<file path="config.mk">
export PLATFORM = sky130hd
export DESIGN_NAME = simple_dpi_param_sequencer
export DESIGN_NICKNAME = d
export VERILOG_FILES = /design/src/rtl/simple_dpi_param_sequencer.sv
export SDC_FILE = /design/constraint.sdc
export NUM_CORES = 1
export LEC_CHECK = 0
export BUFFER_PORTS_ARGS = -buffer_cell sky130_fd_sc_hd__buf_2
export CAP_MARGIN = 20
export CORE_MARGIN = 2
export CORE_UTILIZATION = 50
export CTS_BUF_LIST = sky130_fd_sc_hd__clkbuf_8
export DETAILED_ROUTE_END_ITERATION = 10
export PLACE_DENSITY = 0.84
export RECOVER_POWER = 100
export SLEW_MARGIN = 10
export SYNTH_ARGS = -nofsm -noshare
export SYNTH_HDL_FRONTEND = slang
export SYNTH_SLANG_ARGS = --single-unit
</file>
<file path="constraint.sdc">
create_clock -name clk -period 4.1 [get_ports clk]
set_clock_uncertainty 0.05 [all_clocks]
set_input_delay 0.41 -clock clk [delete_from_list [all_inputs] [get_ports clk]]
set_output_delay 0.41 -clock clk [all_outputs]
set_load 0.01 [all_outputs]
</file>
<file path="src/rtl/simple_dpi_param_sequencer.sv">
// -----------------------------------------------------------------------------
// simple_dpi_param_sequencer
//
// Sequences the simple_dpi generated component. Samples are accepted over a
// valid/ready handshake and forwarded to the DUT inputs. Each result is tagged
// with out_valid once the DUT latency has elapsed. Runtime parameter updates
// (opt1_f, valid) are applied only after every in-flight sample has produced
// its result. A settle window with clk_enable low follows each update.
//
// Handshake semantics: a transfer happens on a rising clk edge where both
// in_valid and in_ready are high. in_ready is combinational (RUN and no
// cfg_req), so it may drop in the same cycle that cfg_req rises. The
// requester holds cfg_req and the cfg_* values until cfg_ack pulses.
//
// Parameters:
//   DATA_W        sample and parameter width
//   LATENCY       DUT cycles from enabled input to valid outputArg11 (1..8)
//   SETTLE_CYCLES clk_enable-low cycles after a parameter load (1..15)
//
// Ports:
//   clk, reset (async, active-low)
//   in_valid/in_ready, in_arg1, in_arg2       sample input
//   cfg_req, cfg_opt1_f, cfg_valid, cfg_ack   parameter update request
//   dut_clk_enable, dut_inputArg1/2           to DUT
//   dut_outputArg11                           from DUT
//   dut_opt1_f, dut_param_valid, dut_param_load  parameter bus to wrapper
//   out_valid, out_data                       result strobe and data
//   busy                                      not RUN, or samples in flight
//   dbg_state                                 current FSM state
//
// Optional feature macro: SIMPLE_SEQ_STATS_EN adds sample_count (16b) and
// cfg_count (8b) statistics outputs.
// -----------------------------------------------------------------------------
module simple_dpi_param_sequencer #(
  parameter int DATA_W        = 8,
  parameter int LATENCY       = 1,
  parameter int SETTLE_CYCLES = 2
) (
  input  logic              clk,
  input  logic              reset,
  input  logic              in_valid,
  output logic              in_ready,
  input  logic [DATA_W-1:0] in_arg1,
  input  logic [DATA_W-1:0] in_arg2,
  input  logic              cfg_req,
  input  logic [DATA_W-1:0] cfg_opt1_f,
  input  logic              cfg_valid,
  output logic              cfg_ack,
  output logic              dut_clk_enable,
  output logic [DATA_W-1:0] dut_inputArg1,
  output logic [DATA_W-1:0] dut_inputArg2,
  input  logic [DATA_W-1:0] dut_outputArg11,
  output logic [DATA_W-1:0] dut_opt1_f,
  output logic              dut_param_valid,
  output logic              dut_param_load,
  output logic              out_valid,
  output logic [DATA_W-1:0] out_data,
  output logic              busy,
  output logic [1:0]        dbg_state
`ifdef SIMPLE_SEQ_STATS_EN
  ,
  output logic [15:0]       sample_count,
  output logic [7:0]        cfg_count
`endif
);

  typedef enum logic [1:0] {
    S_RUN    = 2'd0,
    S_DRAIN  = 2'd1,
    S_LOAD   = 2'd2,
    S_SETTLE = 2'd3
  } state_t;

  localparam logic [3:0] LP_SETTLE = 4'(SETTLE_CYCLES);

  state_t            r_state;
  // Bit 0 marks a sample sitting in the DUT input register; bits 1..LATENCY
  // follow it through the DUT. The tail bit is high in the cycle the DUT
  // output for that sample is valid, so the result register captures it.
  logic [LATENCY:0]  r_vld_sr;
  logic [3:0]        r_settle_cnt;
  logic              r_clk_en;
  logic [DATA_W-1:0] r_arg1;
  logic [DATA_W-1:0] r_arg2;
  logic [DATA_W-1:0] r_opt1_f;
  logic              r_param_valid;
  logic              r_param_load;
  logic              r_cfg_ack;
  logic              r_out_valid;
  logic [DATA_W-1:0] r_out_data;

  logic              w_accept;
  logic              w_pipe_empty;
  logic              w_tail;
  logic              w_load_go;
  logic [3:0]        w_settle_next;

  assign in_ready      = (r_state == S_RUN) && !cfg_req;
  assign w_accept      = in_valid && in_ready;
  assign w_pipe_empty  = (r_vld_sr == '0);
  assign w_tail        = r_vld_sr[LATENCY];
  assign w_load_go     = (r_state == S_DRAIN) && w_pipe_empty;
  assign w_settle_next = r_settle_cnt - 4'd1;

  always_ff @(posedge clk or negedge reset) begin
    if (!reset) begin
      r_state       <= S_RUN;
      r_vld_sr      <= '0;
      r_settle_cnt  <= '0;
      r_clk_en      <= 1'b0;
      r_arg1        <= '0;
      r_arg2        <= '0;
      r_opt1_f      <= '0;
      r_param_valid <= 1'b0;
      r_param_load  <= 1'b0;
      r_cfg_ack     <= 1'b0;
      r_out_valid   <= 1'b0;
      r_out_data    <= '0;
    end else begin
      r_vld_sr     <= {r_vld_sr[LATENCY-1:0], w_accept};
      r_out_valid  <= w_tail;
      if (w_tail) begin
        r_out_data <= dut_outputArg11;
      end
      r_param_load <= 1'b0;
      r_cfg_ack    <= 1'b0;

      case (r_state)
        S_RUN: begin
          // Also lifts clk_enable in the first cycle after reset release.
          r_clk_en <= 1'b1;
          if (w_accept) begin
            r_arg1 <= in_arg1;
            r_arg2 <= in_arg2;
          end
          if (cfg_req) begin
            r_state <= S_DRAIN;
          end
        end
        S_DRAIN: begin
          if (w_pipe_empty) begin
            r_state      <= S_LOAD;
            r_param_load <= 1'b1;
            r_cfg_ack    <= 1'b1;
            r_clk_en     <= 1'b0;
          end
        end
        S_LOAD: begin
          // Values present in the LOAD cycle are taken even if cfg_req
          // was dropped early.
          r_opt1_f      <= cfg_opt1_f;
          r_param_valid <= cfg_valid;
          r_settle_cnt  <= LP_SETTLE;
          r_state       <= S_SETTLE;
        end
        S_SETTLE: begin
          r_settle_cnt <= w_settle_next;
          if (w_settle_next == 4'd0) begin
            r_state  <= S_RUN;
            r_clk_en <= 1'b1;
          end
        end
        default: r_state <= S_RUN;
      endcase
    end
  end

  assign cfg_ack         = r_cfg_ack;
  assign dut_clk_enable  = r_clk_en;
  assign dut_inputArg1   = r_arg1;
  assign dut_inputArg2   = r_arg2;
  assign dut_opt1_f      = r_opt1_f;
  assign dut_param_valid = r_param_valid;
  assign dut_param_load  = r_param_load;
  assign out_valid       = r_out_valid;
  assign out_data        = r_out_data;
  assign busy            = (r_state != S_RUN) || !w_pipe_empty;
  assign dbg_state       = r_state;

`ifdef SIMPLE_SEQ_STATS_EN
  logic [15:0] r_sample_cnt;
  logic [7:0]  r_cfg_cnt;

  // Counters wrap naturally; neither event can occur during SETTLE, the
  // gate keeps them frozen there regardless.
  always_ff @(posedge clk or negedge reset) begin
    if (!reset) begin
      r_sample_cnt <= '0;
      r_cfg_cnt    <= '0;
    end else if (r_state != S_SETTLE) begin
      if (w_tail) begin
        r_sample_cnt <= r_sample_cnt + 16'd1;
      end
      if (w_load_go) begin
        r_cfg_cnt <= r_cfg_cnt + 8'd1;
      end
    end
  end

  assign sample_count = r_sample_cnt;
  assign cfg_count    = r_cfg_cnt;
`endif

endmodule

</file>
==> qor.txt, run 1 <==
=============================================================================
Via count of the first global-routing pass                               1323
Largest delay contributor family on the critical path            buffers and inverters
Critical path endpoint category                                  asynchronous set/reset pin
CTS tree                                                                 done
DRC violation count after routing                                           0
Crit-path cells                                                      clkbuf_1
Antenna violations before repair                                            0
Clock latency on the worst-skew pair                                  0.29 ns
Cells taking the most area after synthesis                       sky130_fd_sc_hd__dfrtp_1 (61%), sky130_fd_sc_hd__mux2_2 (21%), sky130_fd_sc_hd__ha_1 (4.2%), sky130_fd_sc_hd__inv_1 (1.3%), sky130_fd_sc_hd__mux2_1 (1.3%)
Syn Area/Cell                                                      14.6 sq um
Hold Path Depth                                                             2
Number of gates given a new drive strength after cts                        0
Iteration count of the initial detailed-routing pass                        4
Slew Viols, Final                                                          45
Status                                                           finished, violations left
Violations in the final reports                                  capacitance limit, slew limit
Synthesis-to-finish area growth                                         26.1%
Final ANT Viol Nets                                                         0
Final critical delay including setup and external delays              2.09 ns
Unrepaired setup endpoints after global routing                         false
Delay of the slowest cell on the worst path                           1.57 ns
Leftover overflow at the end of global routing                              0
Worst-Margin Slew                                                     2.23 ns
Area fraction of the dominant cell type after synthesis                 61.2%
Port-buffer cells                                                          77
Max Fclk                                                              478 MHz
Worst Path Class, Setup                                          primary input to asynchronous set/reset pin
Largest net degree at the start of global routing                          45
Number of standard cells in the final layout excluding fillers            250
Tightest hold margin                                                 0.271 ns
Net total in the final layout                                             246
Wire length of the first global-routing pass                          5.70 mm
Critical path depth in cells                                                1
Crit-path max FO                                                           44
CTS H-tree lvls                                                             2
Place WS                                                              2.23 ns
Total core area                                                  0.00339 sq mm
R2R depth                                                                   5
Cell accounting for the most synthesized area                    sky130_fd_sc_hd__dfrtp_1
Buffer levels on the longest clock path                                     2
Setup-failing EPs final                                                     0
Ratio of final minimum period to clock period                           51.0%
Sum of negative setup slack                                              0 ns
Wire length after detailed routing                                    3.39 mm
Arrival time of data at the critical path endpoint                    1.99 ns
Detailed placer's ending HPWL                                         2.65 mm
Clock-pin slew on the worst setup and hold paths                      0.09 ns
Slack of the critical path                                            2.01 ns
CTS Buf Count                                                               5
Initial cell density of the core                                        53.1%
Total global routing track utilization                                  18.2%
Drt wl/cell                                                      13.6 microns
Total instance count after detailed placement                             242
Antenna diode instance count                                                0
Buffers inserted during post-CTS setup optimization                         0
Power density cells                                               802 mW/mm^2
Syn_nets                                                                  166
Post-synthesis register bit count                                          44
Final-report hold violation count                                           0
Clk Tree Root Cell                                               sky130_fd_sc_hd__clkbuf_8
Ports placed on the boundary                                               78
Post-Syn Area                                                    0.00180 sq mm
Gp weighted congestion                                                  0.759
Critical path's slowest cell                                     sky130_fd_sc_hd__clkbuf_1
Slew HR                                                                -48.9%
Worst Setup Start Kind                                           primary input
Number of placement rows                                                   21
Number of cells produced by synthesis                                     123
Quantity of hold-fixing buffers added after cts                             0
VDD IR-drop max                                                        393 uV
Sink count of the clock tree                                               44
Maximum Capacitance Violations                                              1
Worst path required time                                              4.00 ns
Layout Utilization                                                      66.9%
Total number of vias                                                     1259
Reported leakage power                                                1.06 nW
Area enclosed by the die boundary                                0.00409 sq mm
Fraction of the yosys area taken by sequential cells                    61.2%
Count of cell types in the netlist                                         27
Number of DRC markers in iteration 0                                       28
Fraction of layout instances using a drive strength above 1             38.2%
Die height                                                       64.0 microns
CP bufs+invs                                                                1
Via-to-Cell Ratio                                                        5.04
Class of the most critical hold timing path                      primary input to flop
Die boundary width                                               64.0 microns
YS warnings                                                                 0
=============================================================================
stage by stage:
step / power, mW / instance area [sq um]
global route: 1.95 / 2270
detailed placement: 1.56 / 2210
CTS: 1.90 / 2330
global placement: 1.51 / 2210
floorplan: 1.26 / 1800
finish: 1.82 / 2270
cell usage after synthesis (all sizes together):
cell and number:
a211o 1, a21oi 3, a221oi 1, a22o 2, a2bb2oi 1, and2 1
and2b 1, buf 4, dfrtp 44, ha 6, inv 6, mux2 35
nand2 3, nand4 1, nand4b 1, nor2 4, nor2b 1, nor3 2
o21ai 3, or2 1, or3 1, xor2 1
cell type report:
cell class / instances / area [sq um]
fillers: 286 / 1120
flip-flops and latches: 44 / 1100
multi-input cells: 69 / 639
repair buffers: 77 / 333
clock buffers: 5 / 68.8
well taps: 46 / 57.6
clock inverters: 3 / 46.3
inverters: 6 / 22.5
sequential cells by signal, indices dropped and copies added (netlist names):
register         count
dut_param_valid      1
out_data             8
dut_inputArg1        8
out_valid            1
dut_inputArg2        8
r_vld_sr             2
dut_clk_enable       1
r_settle_cnt         4
cfg_ack              1
dbg_state            2
dut_opt1_f           8
worst paths after layout:
check / startpoint / to / slack (ns)
hold reg to reg: r_vld_sr[0] / r_vld_sr[1] / 0.36
min in group asynchronous: reset / dut_inputArg1[3] / 0.73
setup / recovery: reset / r_settle_cnt[0] / 2.01
max in group clk: dbg_state[0] / dut_inputArg1[4] / 2.02
hold / removal: in_arg1[0] / dut_inputArg1[0] / 0.27
setup reg to reg: dbg_state[0] / dut_inputArg1[4] / 2.02
report_power, final:
part	total [mW]	switching (mW)	internal (mW)
Sequential	0.777	0.133	0.644
Combinational	0.711	0.362	0.349
Clock	0.331	0.148	0.183
kinds of logic after synthesis:
| kind of cell | after synthesis | share of synthesized area (%) |
|---|---|---|
| DFF | 44 | 61.2 |
| adders and majority gates | 6 | 4.17 |
| xor gates and xnor gates | 1 | 0.487 |
| buffers and inverters | 10 | 2.78 |
| AOI/OAI and AO/OA | 11 | 4.52 |
| muxes | 35 | 21.9 |
| and+or+nand+nor | 16 | 4.94 |
metal layers:
layer	part of all wire [%]	vias up	track usage (%)
met4	1.5	0	6.52
met5	0	-	0
li1	-	583	-
met1	37	628	19.5
met3	5.5	7	3.52
met2	56	41	34.9
cells in the final DEF (no fill, tap or decap), drive strengths merged:
master	count
nand2	3
nor2	4
buf	35
or3	1
or2	1
and2	1
nand4b	1
bufinv	1
nand4	1
nor3	2
a2bb2oi	1
clkbuf	47
mux2	35
dfrtp	44
o21ai	3
nor2b	1
a221oi	1
and2b	1
inv	7
clkinvlp	1
a22o	2
ha	6
a21oi	3
a211o	1
xor2	1
Power figures use the tool's default switching activity.
==> run 2, diff against run 1 <==
--- a/config.mk
+++ b/config.mk
@@ -8,10 +8,10 @@
 export BUFFER_PORTS_ARGS = -buffer_cell sky130_fd_sc_hd__buf_2
 export CAP_MARGIN = 20
 export CORE_MARGIN = 2
-export CORE_UTILIZATION = 50
+export CORE_UTILIZATION = 49
 export CTS_BUF_LIST = sky130_fd_sc_hd__clkbuf_8
 export DETAILED_ROUTE_END_ITERATION = 10
-export PLACE_DENSITY = 0.84
+export PLACE_DENSITY = 0.82
 export RECOVER_POWER = 100
 export SLEW_MARGIN = 10
 export SYNTH_ARGS = -nofsm -noshare
==> constraint.sdc (replaced) <==
create_clock -name clk -period 2.1 [get_ports clk]
set_clock_uncertainty 0.05 [all_clocks]
set_input_delay 0.21 -clock clk [delete_from_list [all_inputs] [get_ports clk]]
set_output_delay 0.21 -clock clk [all_outputs]
set_load 0.01 [all_outputs]
==> qor.txt, run 2 (synthesized netlist as in run 1, its figures left out) <==
=============================================================================
Status                                                           complete, no violations   was finished, violations left
Worst Path Class, Setup                                          flop to flop   was primary input to asynchronous set/reset pin
Internal power                                                        2.20 mW   was 1.18 mW
Area enclosed by the die boundary                                0.00417 sq mm   was 0.00409 sq mm
Critical path endpoint category                                          flop   was asynchronous set/reset pin
Tightest hold margin                                                0.0963 ns   was 0.271 ns
Antenna diode instance count                                                0   unchanged
Gp weighted congestion                                                  0.745   was 0.759
Reg-to-reg critical path startpoint                              r_settle_cnt[0]   was dbg_state[0]
Buffer levels on the longest clock path                                     2   unchanged
Sum of negative setup slack                                              0 ns   unchanged
Wire length of the first global-routing pass                          5.60 mm   was 5.70 mm
Number of gates given a new drive strength after cts                        0   unchanged
Class of the most critical hold timing path                      primary input to flop   unchanged
Number of placement rows                                                   22   was 21
CTS H-tree lvls                                                             2   unchanged
Final-report hold violation count                                           0   unchanged
Maximum Capacitance Violations                                              0   was 1
Total global routing track utilization                                  17.7%   was 18.2%
Worst setup path startpoint                                      r_settle_cnt[0]   was reset
Sink count of the clock tree                                               44   unchanged
Largest net degree at the start of global routing                          25   was 45
Die boundary width                                               64.6 microns   was 64.0 microns
Via count of the first global-routing pass                               1238   was 1323
Worst path required time                                              2.22 ns   was 4.00 ns
Die height                                                       64.6 microns   was 64.0 microns
Worst-Margin Slew                                                     1.16 ns   was 2.23 ns
Final ANT Viol Nets                                                         0   unchanged
Worst Setup Start Kind                                                   flop   was primary input
Total number of vias                                                     1239   was 1259
Wire length after detailed routing                                    3.23 mm   was 3.39 mm
Largest delay contributor family on the critical path              flip-flops   was buffers and inverters
Switch Pwr                                                            1.21 mW   was 0.643 mW
Place WS                                                             0.240 ns   was 2.23 ns
Number of DRC markers in iteration 0                                       33   was 28
Register share of total power                                           44.0%   was 42.7%
Footprint of the flip-flops and latches                          0.00110 sq mm   unchanged
Antenna violations before repair                                            0   unchanged
Slack of the critical path                                           0.186 ns   was 2.01 ns
Power share of the combinational group                                  40.9%   was 39.1%
Iteration count of the initial detailed-routing pass                        4   unchanged
Number of standard cells in the final layout excluding fillers            255   was 250
Slew HR                                                                 22.9%   was -48.9%
Final critical delay including setup and external delays              1.91 ns
DRC violation count after routing                                           0   unchanged
Synthesis-to-finish area growth                                         26.8%   was 26.1%
Setup-failing EPs final                                                     0   unchanged
Net Sw Frac                                                             35.4%   was 35.3%
Clock-pin slew on the worst setup and hold paths                      0.07 ns   was 0.09 ns
VDD IR-drop max                                                        781 uV   was 393 uV
Crit-path max FO                                                            6   was 44
Max Fclk                                                              523 MHz
Critical path's slowest cell                                     sky130_fd_sc_hd__dfrtp_1   was sky130_fd_sc_hd__clkbuf_1
Hold Startpoint                                                    in_arg1[0]   unchanged
Relative contribution of the clock network to total power               15.1%   was 18.2%
Slew Viols, Final                                                           0   was 45
Delay of the slowest cell on the worst path                           0.44 ns   was 1.57 ns
Via-to-Cell Ratio                                                        4.86   was 5.04
Layout fillers                                                            302   was 286
Layout Utilization                                                      63.3%   was 66.9%
Fraction of layout instances using a drive strength above 1             37.7%   was 38.2%
Clk Tree Root Cell                                               sky130_fd_sc_hd__clkbuf_8   unchanged
Power density cells                                              1500 mW/mm^2   was 802 mW/mm^2
CTS tree                                                                 done   unchanged
Quantity of hold-fixing buffers added after cts                             1   was 0
Clock latency on the worst-skew pair                                  0.29 ns   about the same
Detailed placer's ending HPWL                                         2.47 mm   was 2.65 mm
Total instance count after detailed placement                             246   was 242
Crit-path cells                                                  inv_1 > ha_1 > nand4b_1 > and2_1 > a221oi_1 > mux2_1   was clkbuf_1
Most frequent cells in the layout                                sky130_fd_sc_hd__dfrtp_1 (44), sky130_fd_sc_hd__clkbuf_1 (43), sky130_fd_sc_hd__buf_2 (35), sky130_fd_sc_hd__mux2_2 (33), sky130_fd_sc_hd__inv_1 (8)   was sky130_fd_sc_hd__dfrtp_1 (44), sky130_fd_sc_hd__clkbuf_1 (42), sky130_fd_sc_hd__buf_2 (35), sky130_fd_sc_hd__mux2_2 (33)
Initial cell density of the core                                        49.9%   was 53.1%
Leftover overflow at the end of global routing                              0   unchanged
Net total in the final layout                                             249   was 246
CTS Buf Count                                                               5   unchanged
Arrival time of data at the critical path endpoint                    2.04 ns   was 1.99 ns
Total area of multi-input combinational cells                       642 sq um   was 639 sq um
CP bufs+invs                                                                1   unchanged
Total core area                                                  0.00361 sq mm   was 0.00339 sq mm
Ports placed on the boundary                                               78   unchanged
Ratio of final minimum period to clock period                           91.1%
Drt wl/cell                                                      12.6 microns   was 13.6 microns
Reported leakage power                                                1.08 nW   was 1.06 nW
Port-buffer cells                                                          77   unchanged
Most common cell after layout, fill and taps aside               sky130_fd_sc_hd__dfrtp_1   unchanged
Buffers inserted during post-CTS setup optimization                         0   unchanged
Unrepaired setup endpoints after global routing                         false   unchanged
=============================================================================
[run 2: cell types whose count changed in the layout (fill, tap and decap cells not counted)]
cell / previous run / this run
sky130_fd_sc_hd__and2_0: 1 / 0
sky130_fd_sc_hd__and2_1: 0 / 1
sky130_fd_sc_hd__buf_12: 0 / 1
sky130_fd_sc_hd__bufinv_16: 1 / 0
sky130_fd_sc_hd__clkbuf_1: 42 / 43
sky130_fd_sc_hd__clkbuf_8: 5 / 6
sky130_fd_sc_hd__clkinvlp_4: 1 / 0
sky130_fd_sc_hd__dlygate4sd3_1: 0 / 1
sky130_fd_sc_hd__inv_1: 6 / 8
sky130_fd_sc_hd__inv_6: 1 / 0
sky130_fd_sc_hd__nand2_1: 3 / 2
sky130_fd_sc_hd__nand2_2: 0 / 1
[run 2: routing by layer]
metal  vias up  routed length, microns  GRT usage, %
met5         -                       0             0
met4         0                      54          7.18
met3         4                     235          6.60
met2        41                    1560          29.3
met1       603                    1370          21.0
li1        591                       -             -
[run 2: power groups by stage]
stage | Clock, mW | Combinational, mW | Sequential (mW)
after floorplan | 0 | 0.791 | 1.67
after global placement | 0 | 1.50 | 1.49
after detailed placement | 0 | 1.53 | 1.50
after CTS | 0.538 | 1.54 | 1.49
after global routing | 0.575 | 1.55 | 1.55
final | 0.517 | 1.40 | 1.50
[run 2: final timing paths]
| check | endpoint | slack, ns | cells past startpoint |
|---|---|---|---|
| setup / recovery | dbg_state[1] | 0.19 | 6 |
| setup reg to reg | dbg_state[1] | 0.19 | 6 |
| hold reg to reg | r_vld_sr[1] | 0.36 | 0 |
| min in group asynchronous | dut_opt1_f[2] | 0.62 | 2 |
| hold / removal | dut_inputArg1[0] | 0.1 | 2 |
| max in group asynchronous | r_vld_sr[1] | 0.68 | 3 |
[run 2: area by class of cell]
class / instances / share of cell area (%)
Clock inverter: 2 / 0.329
Tap cell: 48 / 2.63
Sequential cell: 44 / 48.2
Multi-Input combinational cell: 69 / 28.1
Clock buffer: 6 / 3.62
Inverter: 6 / 0.987
Timing Repair Buffer: 80 / 16.1
[run 2: worst register-to-register path, delay by kind of cell (launching register included)]
kind            cells  cell delay (ns)
compound gates      1             0.37
fa+ha+maj           1             0.20
buf+inv             1             0.08
flops               1             0.44
mux                 1             0.36
simple gates        2             0.29
[run 2: metrics by stage]
step,area [sq um],total power [mW]
after floorplan,1800,2.46
after global placement,2240,2.99
after detailed placement,2240,3.04
after CTS,2340,3.57
after global routing,2280,3.68
final,2280,3.41
==> run 3, diff against run 2 <==
--- a/config.mk
+++ b/config.mk
@@ -7,7 +7,7 @@
 export LEC_CHECK = 0
 export BUFFER_PORTS_ARGS = -buffer_cell sky130_fd_sc_hd__buf_2
 export CAP_MARGIN = 20
-export CORE_MARGIN = 2
+export CORE_MARGIN = 8
 export CORE_UTILIZATION = 49
 export CTS_BUF_LIST = sky130_fd_sc_hd__clkbuf_8
 export DETAILED_ROUTE_END_ITERATION = 10
==> qor.txt, run 3 (synthesized netlist as in run 1, its figures left out) <==
=============================================================================
Crit-path max FO                                                            6   unchanged
Slew HR                                                                 31.5%   was 22.9%
Reported leakage power                                                1.08 nW   about the same
Setup-failing EPs final                                                     0   unchanged
Delay of the slowest cell on the worst path                           0.44 ns   about the same
Clock latency on the worst-skew pair                                  0.29 ns   about the same
Area enclosed by the die boundary                                0.00587 sq mm   was 0.00417 sq mm
Place WS                                                             0.227 ns   was 0.240 ns
Largest net degree at the start of global routing                          45   was 25
Iteration count of the initial detailed-routing pass                        4   unchanged
Slack of the critical path                                           0.208 ns   was 0.186 ns
Total area of multi-input combinational cells                       648 sq um   was 642 sq um
Buffer levels on the longest clock path                                     2   unchanged
Arrival time of data at the critical path endpoint                    2.02 ns   was 2.04 ns
Gp weighted congestion                                                  0.746   was 0.745
VDD IR-drop max                                                        922 uV   was 781 uV
Ports placed on the boundary                                               78   unchanged
Worst setup path startpoint                                      r_settle_cnt[0]   unchanged
Crit-path cells                                                  inv_1 > ha_1 > nor2_1 > nand4_1 > a221oi_2 > mux2_1   was inv_1 > ha_1 > nand4b_1 > and2_1 > a221oi_1 > mux2_1
Most frequent cells in the layout                                sky130_fd_sc_hd__dfrtp_1 (44), sky130_fd_sc_hd__clkbuf_1 (42), sky130_fd_sc_hd__buf_2 (36), sky130_fd_sc_hd__mux2_2 (33), sky130_fd_sc_hd__inv_1 (7)   was sky130_fd_sc_hd__dfrtp_1 (44), sky130_fd_sc_hd__clkbuf_1 (43), sky130_fd_sc_hd__buf_2 (35), sky130_fd_sc_hd__mux2_2 (33), sky130_fd_sc_hd__inv_1 (8)
Largest delay contributor family on the critical path              flip-flops   unchanged
Net total in the final layout                                             249   unchanged
Synthesis-to-finish area growth                                         27.4%   was 26.8%
Layout fillers                                                            309   was 302
Max Fclk                                                              528 MHz   was 523 MHz
Sum of negative setup slack                                              0 ns   unchanged
DRC violation count after routing                                           0   unchanged
Antenna violations before repair                                            0   unchanged
CTS tree                                                                 done   unchanged
Most common cell after layout, fill and taps aside               sky130_fd_sc_hd__dfrtp_1   unchanged
Unrepaired setup endpoints after global routing                         false   unchanged
Sink count of the clock tree                                               44   unchanged
CTS Buf Count                                                               5   unchanged
Critical path endpoint category                                          flop   unchanged
Final-report hold violation count                                           0   unchanged
Worst Setup Start Kind                                                   flop   unchanged
Via-to-Cell Ratio                                                        4.93   was 4.86
Number of placement rows                                                   22   unchanged
Antenna diode instance count                                                0   unchanged
Number of standard cells in the final layout excluding fillers            255   unchanged
Number of DRC markers in iteration 0                                       65   was 33
Via count of the first global-routing pass                               1419   was 1238
Clock-pin slew on the worst setup and hold paths                      0.08 ns   was 0.07 ns
Ratio of final minimum period to clock period                           90.1%   was 91.1%
Reg-to-reg critical path startpoint                              r_settle_cnt[0]   unchanged
Hold Startpoint                                                    in_arg1[0]   unchanged
Class of the most critical hold timing path                      primary input to flop   unchanged
Critical path's slowest cell                                     sky130_fd_sc_hd__dfrtp_1   unchanged
Buffers inserted during post-CTS setup optimization                         0   unchanged
Detailed placer's ending HPWL                                         2.94 mm   was 2.47 mm
Port-buffer cells                                                          77   unchanged
Placed inst area                                                 0.00223 sq mm   was 0.00224 sq mm
Final ANT Viol Nets                                                         0   unchanged
Die boundary width                                               76.6 microns   was 64.6 microns
Total number of vias                                                     1257   was 1239
Total global routing track utilization                                  13.5%   was 17.7%
Clk Tree Root Cell                                               sky130_fd_sc_hd__clkbuf_8   unchanged
Power density cells                                              1550 mW/mm^2   was 1500 mW/mm^2
Die height                                                       76.6 microns   was 64.6 microns
CTS H-tree lvls                                                             2   unchanged
Leftover overflow at the end of global routing                              0   unchanged
Total core area                                                  0.00361 sq mm   unchanged
Drt wl/cell                                                      14.9 microns   was 12.6 microns
Worst Path Class, Setup                                          flop to flop   unchanged
Total instance count after detailed placement                             246   unchanged
Worst path required time                                              2.22 ns   about the same
Wire length after detailed routing                                    3.81 mm   was 3.23 mm
Fraction of layout instances using a drive strength above 1             39.1%   was 37.7%
Status                                                           complete, no violations   unchanged
Slew Viols, Final                                                           0   unchanged
Final instance area                                              0.00229 sq mm   was 0.00228 sq mm
Footprint of the flip-flops and latches                          0.00110 sq mm   unchanged
Worst-Margin Slew                                                     1.03 ns   was 1.16 ns
Maximum Capacitance Violations                                              0   unchanged
Wire length of the first global-routing pass                          6.47 mm   was 5.60 mm
Initial cell density of the core                                        49.9%   unchanged
CP bufs+invs                                                                1   unchanged
Final critical delay including setup and external delays              1.89 ns   was 1.91 ns
=============================================================================
[run 3: cell types whose count changed in the layout (fill, tap and decap cells not counted)]
cell	change
sky130_fd_sc_hd__a221oi_1	-1
sky130_fd_sc_hd__a221oi_2	+1
sky130_fd_sc_hd__buf_12	-1
sky130_fd_sc_hd__buf_2	+1
sky130_fd_sc_hd__bufinv_16	+1
sky130_fd_sc_hd__clkbuf_1	-1
sky130_fd_sc_hd__clkbuf_2	+1
sky130_fd_sc_hd__clkbuf_8	-1
sky130_fd_sc_hd__clkinv_2	+1
sky130_fd_sc_hd__inv_1	-1
[run 3: where the power goes]
part | total [mW] | internal (mW) | leakage, nW | switching, mW
clock | 0.618 | 0.348 | 0.0593 | 0.270
combinational | 1.43 | 0.687 | 0.492 | 0.748
sequential | 1.50 | 1.26 | 0.531 | 0.241
[run 3: final cells by class]
class / instances / share of cell area (%)
Tap cell: 48 / 2.62
Sequential cell: 44 / 48.0
Multi-Input combinational cell: 69 / 28.3
Timing Repair Buffer: 80 / 15.4
Clock buffer: 5 / 3.00
Inverter: 6 / 0.983
Clock inverter: 3 / 1.69
[run 3: per-layer routing]
layer / GRT usage (%) / share of wire, % / up-vias / wire length [microns]
met3: 6.01 / 6.0 / 6 / 227
li1: - / - / 588 / -
met4: 4.81 / 1.7 / 0 / 64
met2: 22.5 / 51 / 41 / 1960
met1: 14.9 / 41 / 622 / 1560
met5: 0 / 0 / - / 0
[run 3: final timing paths]
check	endpoint	slack, ns	depth (start not counted)
worst min-delay path	dut_inputArg1[0]	0.09	2
worst min register to register	r_vld_sr[1]	0.36	0
worst max register to register	dbg_state[1]	0.21	6
min in group asynchronous	dut_param_valid	0.65	3
max in group asynchronous	dbg_state[1]	0.71	3
worst max-delay path	dbg_state[1]	0.21	6
[run 3: what timing repair did]
item	in CTS	in global routing
resized for setup	0	0
endpoints found under the hold margin	44	0
hold buffers	1	0
[run 3: through the flow]
stage | power (mW) | hold WS [ns] | utilization, %
after floorplan | 2.46 | -0.136 | -
after global placement | 3.01 | 0.269 | 61.9
after detailed placement | 3.08 | 0.267 | 61.9
after CTS | 3.70 | 0.0813 | 65.2
after global routing | 3.83 | 0.0777 | 63.6
final | 3.55 | 0.0860 | 63.6
